--- config.mk ---
export PLATFORM = sky130hd
export DESIGN_NAME = vscale_md_arbiter
export DESIGN_NICKNAME = d
export VERILOG_FILES = /design/src/rtl/vscale_md_arbiter.sv
export SDC_FILE = /design/constraint.sdc
export NUM_CORES = 1
export LEC_CHECK = 0
export ABC_AREA = 1
export BUFFER_PORTS_ARGS = -buffer_cell sky130_fd_sc_hd__buf_2
export CORE_MARGIN = 4
export CORE_UTILIZATION = 40
export CTS_CLUSTER_SIZE = 12
export DETAILED_ROUTE_END_ITERATION = 7
export HOLD_SLACK_MARGIN = 0.08
export MAX_ROUTING_LAYER = met4
export PLACE_DENSITY = 0.78
export SLEW_MARGIN = 20
export SYNTH_ARGS = -nofsm -noshare
export SYNTH_HDL_FRONTEND = slang
export SYNTH_SLANG_ARGS = --single-unit
--- constraint.sdc ---
create_clock -name clk -period 3.11 [get_ports clk]
set_input_delay 0.4665 -clock clk [delete_from_list [all_inputs] [get_ports clk]]
set_output_delay 0.4665 -clock clk [all_outputs]
set_load 0.01 [all_outputs]
--- src/rtl/vscale_md_arbiter.sv ---
// vscale_md_arbiter: shares one iterative multiply/divide unit between two
// requesters (port 0 = pipeline, port 1 = auxiliary). Arbitration is
// round-robin. Exactly one operation is outstanding at a time, and its result
// is returned to the owning port with a valid/ready handshake.
// Optional feature macro: VSCALE_MD_ARB_KILL_EN adds kill0_i/kill1_i and a
// DRAIN state that absorbs the result of an aborted operation.
module vscale_md_arbiter #(
  parameter int XPR_LEN  = 32,
  parameter int OP_WIDTH = 2
) (
  input  logic                clk,
  input  logic                rst_n,
  input  logic                req0_valid_i,
  output logic                req0_ready_o,
  input  logic [OP_WIDTH-1:0] req0_op_i,
  input  logic [XPR_LEN-1:0]  req0_in_1_i,
  input  logic [XPR_LEN-1:0]  req0_in_2_i,
  input  logic                req1_valid_i,
  output logic                req1_ready_o,
  input  logic [OP_WIDTH-1:0] req1_op_i,
  input  logic [XPR_LEN-1:0]  req1_in_1_i,
  input  logic [XPR_LEN-1:0]  req1_in_2_i,
  output logic                resp0_valid_o,
  input  logic                resp0_ready_i,
  output logic                resp1_valid_o,
  input  logic                resp1_ready_i,
  output logic [XPR_LEN-1:0]  resp_out_o,
`ifdef VSCALE_MD_ARB_KILL_EN
  input  logic                kill0_i,
  input  logic                kill1_i,
`endif
  output logic                md_req_valid_o,
  output logic [OP_WIDTH-1:0] md_req_op_o,
  output logic [XPR_LEN-1:0]  md_req_in_1_o,
  output logic [XPR_LEN-1:0]  md_req_in_2_o,
  input  logic                md_resp_valid_i,
  input  logic [XPR_LEN-1:0]  md_resp_out_i
);

`ifdef VSCALE_MD_ARB_KILL_EN
  typedef enum logic [2:0] {IDLE, ISSUE, BUSY, RESP, DRAIN} state_e;
`else
  typedef enum logic [1:0] {IDLE, ISSUE, BUSY, RESP} state_e;
`endif

  state_e                state_q;
  logic                  owner_q;   // port that owns the outstanding op
  logic                  last_q;    // port served most recently
  logic [OP_WIDTH-1:0]   md_op_q;
  logic [XPR_LEN-1:0]    md_in_1_q;
  logic [XPR_LEN-1:0]    md_in_2_q;
  logic [XPR_LEN-1:0]    result_q;

  logic                  grant;
  logic                  accept;
  logic                  resp_ready_owner;

`ifdef VSCALE_MD_ARB_KILL_EN
  logic                  kill_owner;
  assign kill_owner = owner_q ? kill1_i : kill0_i;
`endif

  // Round-robin grant: a lone requester wins; under contention the port not
  // served last wins.
  always_comb begin
    // NOTE: give every combinational output a default first so no path can
    // leave it unassigned and infer a latch.
    grant = 1'b0;
    if (req0_valid_i && req1_valid_i) grant = ~last_q;
    else                              grant = req1_valid_i;
  end

  // Ready is the only output with a combinational path from the inputs; it is
  // also held low while reset is asserted so every output reads 0 in reset.
`ifdef VSCALE_MD_ARB_KILL_EN
  assign req0_ready_o = rst_n && (state_q == IDLE) && !grant && req0_valid_i && !kill0_i;
  assign req1_ready_o = rst_n && (state_q == IDLE) &&  grant && req1_valid_i && !kill1_i;
`else
  assign req0_ready_o = rst_n && (state_q == IDLE) && !grant && req0_valid_i;
  assign req1_ready_o = rst_n && (state_q == IDLE) &&  grant && req1_valid_i;
`endif

  assign accept           = req0_ready_o | req1_ready_o;
  assign resp_ready_owner = owner_q ? resp1_ready_i : resp0_ready_i;

  // Control FSM plus the registered request and result datapath.
  always_ff @(posedge clk or negedge rst_n) begin
    if (!rst_n) begin
      // NOTE: the datapath registers are reset too, because the unit-facing
      // request fields and resp_out must read 0 while in reset.
      state_q   <= IDLE;
      owner_q   <= 1'b0;
      last_q    <= 1'b1;
      md_op_q   <= '0;
      md_in_1_q <= '0;
      md_in_2_q <= '0;
      result_q  <= '0;
    end else begin
      // NOTE: non-blocking assignments, so every register here samples the
      // pre-edge values regardless of statement order.
      unique case (state_q)
        IDLE: begin
          if (accept) begin
            state_q   <= ISSUE;
            owner_q   <= grant;
            last_q    <= grant;
            md_op_q   <= grant ? req1_op_i   : req0_op_i;
            md_in_1_q <= grant ? req1_in_1_i : req0_in_1_i;
            md_in_2_q <= grant ? req1_in_2_i : req0_in_2_i;
          end
        end
        ISSUE: begin
`ifdef VSCALE_MD_ARB_KILL_EN
          if (kill_owner) state_q <= DRAIN;
          else
`endif
          state_q <= BUSY;
        end
        BUSY: begin
`ifdef VSCALE_MD_ARB_KILL_EN
          if (kill_owner) state_q <= DRAIN;
          else
`endif
          if (md_resp_valid_i) begin
            result_q <= md_resp_out_i;
            state_q  <= RESP;
          end
        end
        RESP: begin
`ifdef VSCALE_MD_ARB_KILL_EN
          if (kill_owner) state_q <= IDLE;
          else
`endif
          if (resp_ready_owner) state_q <= IDLE;
        end
`ifdef VSCALE_MD_ARB_KILL_EN
        DRAIN: begin
          // The aborted op's result is discarded; result_q keeps its value.
          if (md_resp_valid_i) state_q <= IDLE;
        end
`endif
        default: state_q <= IDLE;
      endcase
    end
  end

  assign md_req_valid_o = (state_q == ISSUE);
  assign md_req_op_o    = md_op_q;
  assign md_req_in_1_o  = md_in_1_q;
  assign md_req_in_2_o  = md_in_2_q;
  assign resp0_valid_o  = (state_q == RESP) && !owner_q;
  assign resp1_valid_o  = (state_q == RESP) &&  owner_q;
  assign resp_out_o     = result_q;

endmodule

# Word level (Yosys, flattened, before mapping)
# Index checks and enable logic that the tools add are counted.
# op_classes
eq_ne	6
bitwise_logic	2
mux	9
n_reduce_logical	14
# ops
operator	count
32-bit 2-to-1 mux	2
1-bit logical AND	8
2-bit 2-to-1 mux	4
2-bit case mux with 4 select lines	1
2-bit inequality test (second input constant)	3
2-bit == test (second input constant)	2
2-bit AND reduction	2
3-bit AND reduction	1
2-bit by 1-bit == test with 1-bit output (second input constant)	1
1-bit zero test	2
2-bit zero test	1
1-bit 2-to-1 mux	2
1-bit inverter	1
1-bit OR	1
# totals
output_inout_bits	103
in_bits	171
ff_bits	102

# Depth between registers and ports, before layout
# logic_depth
word_depth	8
ltp_mapped	10
ltp_nobuf	9

# Worst setup path after synthesis
# No wires, ideal clock.
# synth_timing
path_kind	register to output
from	reg state_q[0]
to	out req0_ready_o
required_ns	2.643
n_path_buf	0
stages_incl_launch_ff	7
arrival_time_ns	1.068
path_slack_ns	1.575
cell_sequence	dfrtp_1 > inv_1 > ha_1 > nand2_1 > inv_2 > nand2_1 > a21oi_1
# synth_via
elab_chain_len	4
# synth_lines
element	line	rtl
start: declaration	46	state_e state_q;
start signal: assignment	91	state_q <= IDLE;
start signal: assignment	104	state_q <= ISSUE;
start signal: assignment	117	state_q <= BUSY;
2-bit zero test	79	assign req0_ready_o = rst_n && (state_q == IDLE) && !grant && req0_valid_i;
1-bit logical AND (3 in a row)	79	
end: declaration	14	output logic req0_ready_o,
# Every way passes these cells.

# Worst setup path in the final report
# layout_timing
from	reg state_q[1]
to	out req0_ready_o
# The elaborated chain is that of the path after synthesis.

==> results.cfg <==
[final_layout]
seq_area_sq_mm = 0.00255
final_cell_mix = buf_2 (272), dfrtp_1 (101), nand2_1 (81), inv_1 (72), nor2_1 (68)
filler_cell_count = 1083
diodes = 0
syn_to_final_growth_pct = 37.7
nets = 966
drive_gt1_share_pct = 41.7
final_util_pct = 56.4
multiInputGateArea_sq_mm = 0.00171
layout_commonest_cell = buf_2

[sta]
hold_ws_ns = 0.201
hold_violations = 0
max_slew_margin_pct = 49.4
setup_viol = 0
period_share_pct = 67.9
slew_violations = 0
fin_setup_tns_ns = 0
rsz0062_at_grt = no
clock_skew_ns = 0.00308
fmax_mhz = 474
period_minus_slack_ns = 2.11
tightestPinTransition_ns = 0.759

[clock_network]
clockBufferDepth = 2
cts.sinks = 102
cts_tree = yes
holdBufCountCts = 0
worstSkewPairLatency_ns = 0.33
cts.clk_slew.worst_paths_ns = 0.07
post_cts_resized = 0
htreeDepth = 3
postCtsSetupRepairBufs = 0
cts_root_buffer = clkbuf_16
cts_inserted_buffers = 9

[setup_path]
startpoint_type = flip-flop
cp_cell_sequence = inv_1 -> ha_1 -> nand2_1 -> inv_2 -> nand2_1 -> a21oi_1 -> buf_2
cp.arrival_ns = 1.64
r2r_cells = 9
crit_slowest_cell = dfrtp_1
crit-reg2reg-launch = state_q[1]
worst_path_largest_cell_delay_ns = 0.42
path_class = reg -> out
reg2reg_to = md_req_in_2_o[30]
cp_data_required_time_ns = 2.64
cpMostUsedCell = nand2_1
end_kind = output port
crit_fanout = 5
regToRegSetupSlack_ns = 1.07

[power]
p_leak_nw = 3.47
p_per_area_mw_per_mm2 = 908
ir_drop_v = 0.000625

[routing]
dr.pass1.iters = 4
drtIter0Drc = 226
vias = 4225
drc_errors = 0
viasPerCell = 4.50
detail-route-antenna-nets = 0
wl_per_cell_um = 12.9
finalWirelength_um = 12200

[synthesis]
synth-async-reset-ratio_pct = 100
synth_area_leaders = dfrtp_1 (54%), mux2_2 (7.7%), a21oi_1 (7.2%)
yosys_warnings = 0
syn-instance-count = 533
syn_avg_cell_area_sq_um = 8.77
synth_top_cell_area_share_pct = 54.0
syn_area_sq_mm = 0.00468
ys_seq_area_share_pct = 54.6
synth_seq_cells = 102
synth.distinct_cells = 20
ys.flop_type = dfrtp_1
synth_top_cell_by_area = dfrtp_1
synth_edf_count = 0
syn_nets = 708

[floorplanning]
initial_core_util_pct = 41.0
die_h_um = 116
rows = 39
dieArea_sq_mm = 0.0135
core_sq_mm = 0.0114
io_pins = 274
die_w_um = 116

[global_routing]
grt_pass1_wl_um = 18600
busiest_layer = met2
overflow = 0
met2_usage_pct = 31.2
antenna_found_initial = 0
gr-usage-met1_pct = 20.7
grt.total_usage_pct = 17.8
grt_util_met3_pct = 3.83
grt_pass1_vias = 3926
grt_max_degree = 133

[run_status]
status = finished clean

[placement]
gp_congestion = 0.759
dp_hpwl_um = 9620
io_buffer_count = 273

[run]
max_cap_viol_count = 0

[min_path]
hold_class = in -> async
[cell families (layout without fill, tap and decap cells)]
kind of cell	Yosys count	after routing	synth area share, %
fa+ha+maj	4	4	1.07
simple gates	157	157	12.9
flops	102	102	54.6
buf+inv	104	367	9.34
mux	32	32	7.70
compound gates	134	134	14.3
[layer usage]
metal / up-vias / part of all wire, %
met1: 1864 / 39
met3: 11 / 8.2
met2: 150 / 52
li1: 2200 / -
met5: - / 0
met4: 0 / 0.97
[where the power goes]
| group | switching (mW) | internal (mW) | leakage (nW) |
|---|---|---|---|
| Clock | 0.508 | 0.636 | 0.147 |
| Combinational | 1.34 | 1.06 | 2.18 |
| Sequential | 0.322 | 1.98 | 1.14 |
[worst max-delay path: cells and delay by family, from the launching register on]
kind	cells	cell delay [ns]
flops	1	0.42
simple gates	2	0.21
compound gates	1	0.18
buf+inv	3	0.31
fa+ha+maj	1	0.19
[state kept, by name, summed over array words and instances, names as in the netlist]
register / count
last_q: 1
owner_q: 1
md_req_in_1_o: 32
state_q: 2
md_req_op_o: 2
resp_out_o: 32
md_req_in_2_o: 32
[cell type report]
type	instances	area share, %
Clock inverter	7	1.26
Multi-Input combinational cell	327	26.5
Timing Repair Buffer	278	22.0
Sequential cell	102	39.7
Tap cell	143	2.78
Clock buffer	9	3.50
Inverter	73	4.25
[through the flow]
stage,setup slack [ns],total power [mW],cells,cell area [sq um]
floorplan,1.58,3.74,533,4680
CTS,0.989,5.94,939,6430
finish,0.999,5.85,939,6440
global route,0.842,6.32,939,6440
global placement,1.03,4.68,923,6120
detailed placement,0.977,4.78,923,6120
[worst max path at each step]
stage | endpoint | slack, ns | start
6_report | req0_ready_o | 1.0 | state_q[1]
3_5_place_dp | md_req_in_1_o[5] | 0.98 | req0_valid_i
4_1_cts | req0_ready_o | 0.99 | state_q[1]
3_3_place_gp | md_req_in_1_o[5] | 1.03 | req0_valid_i
5_1_grt | md_req_in_2_o[30] | 0.84 | state_q[0]
2_1_floorplan | req0_ready_o | 1.58 | state_q[0]
[synthesized netlist by cell type (3+ instances only)]
master      n
dfrtp_1   101
nand2_1    82
inv_1      72
nor2_1     68
a21oi_1    67
o21ai_0    66
mux2_2     32
buf_2      22
clkbuf_1    5
ha_1        4
buf_4       3
nand3_1     3
(Power assumes the default switching activity.)
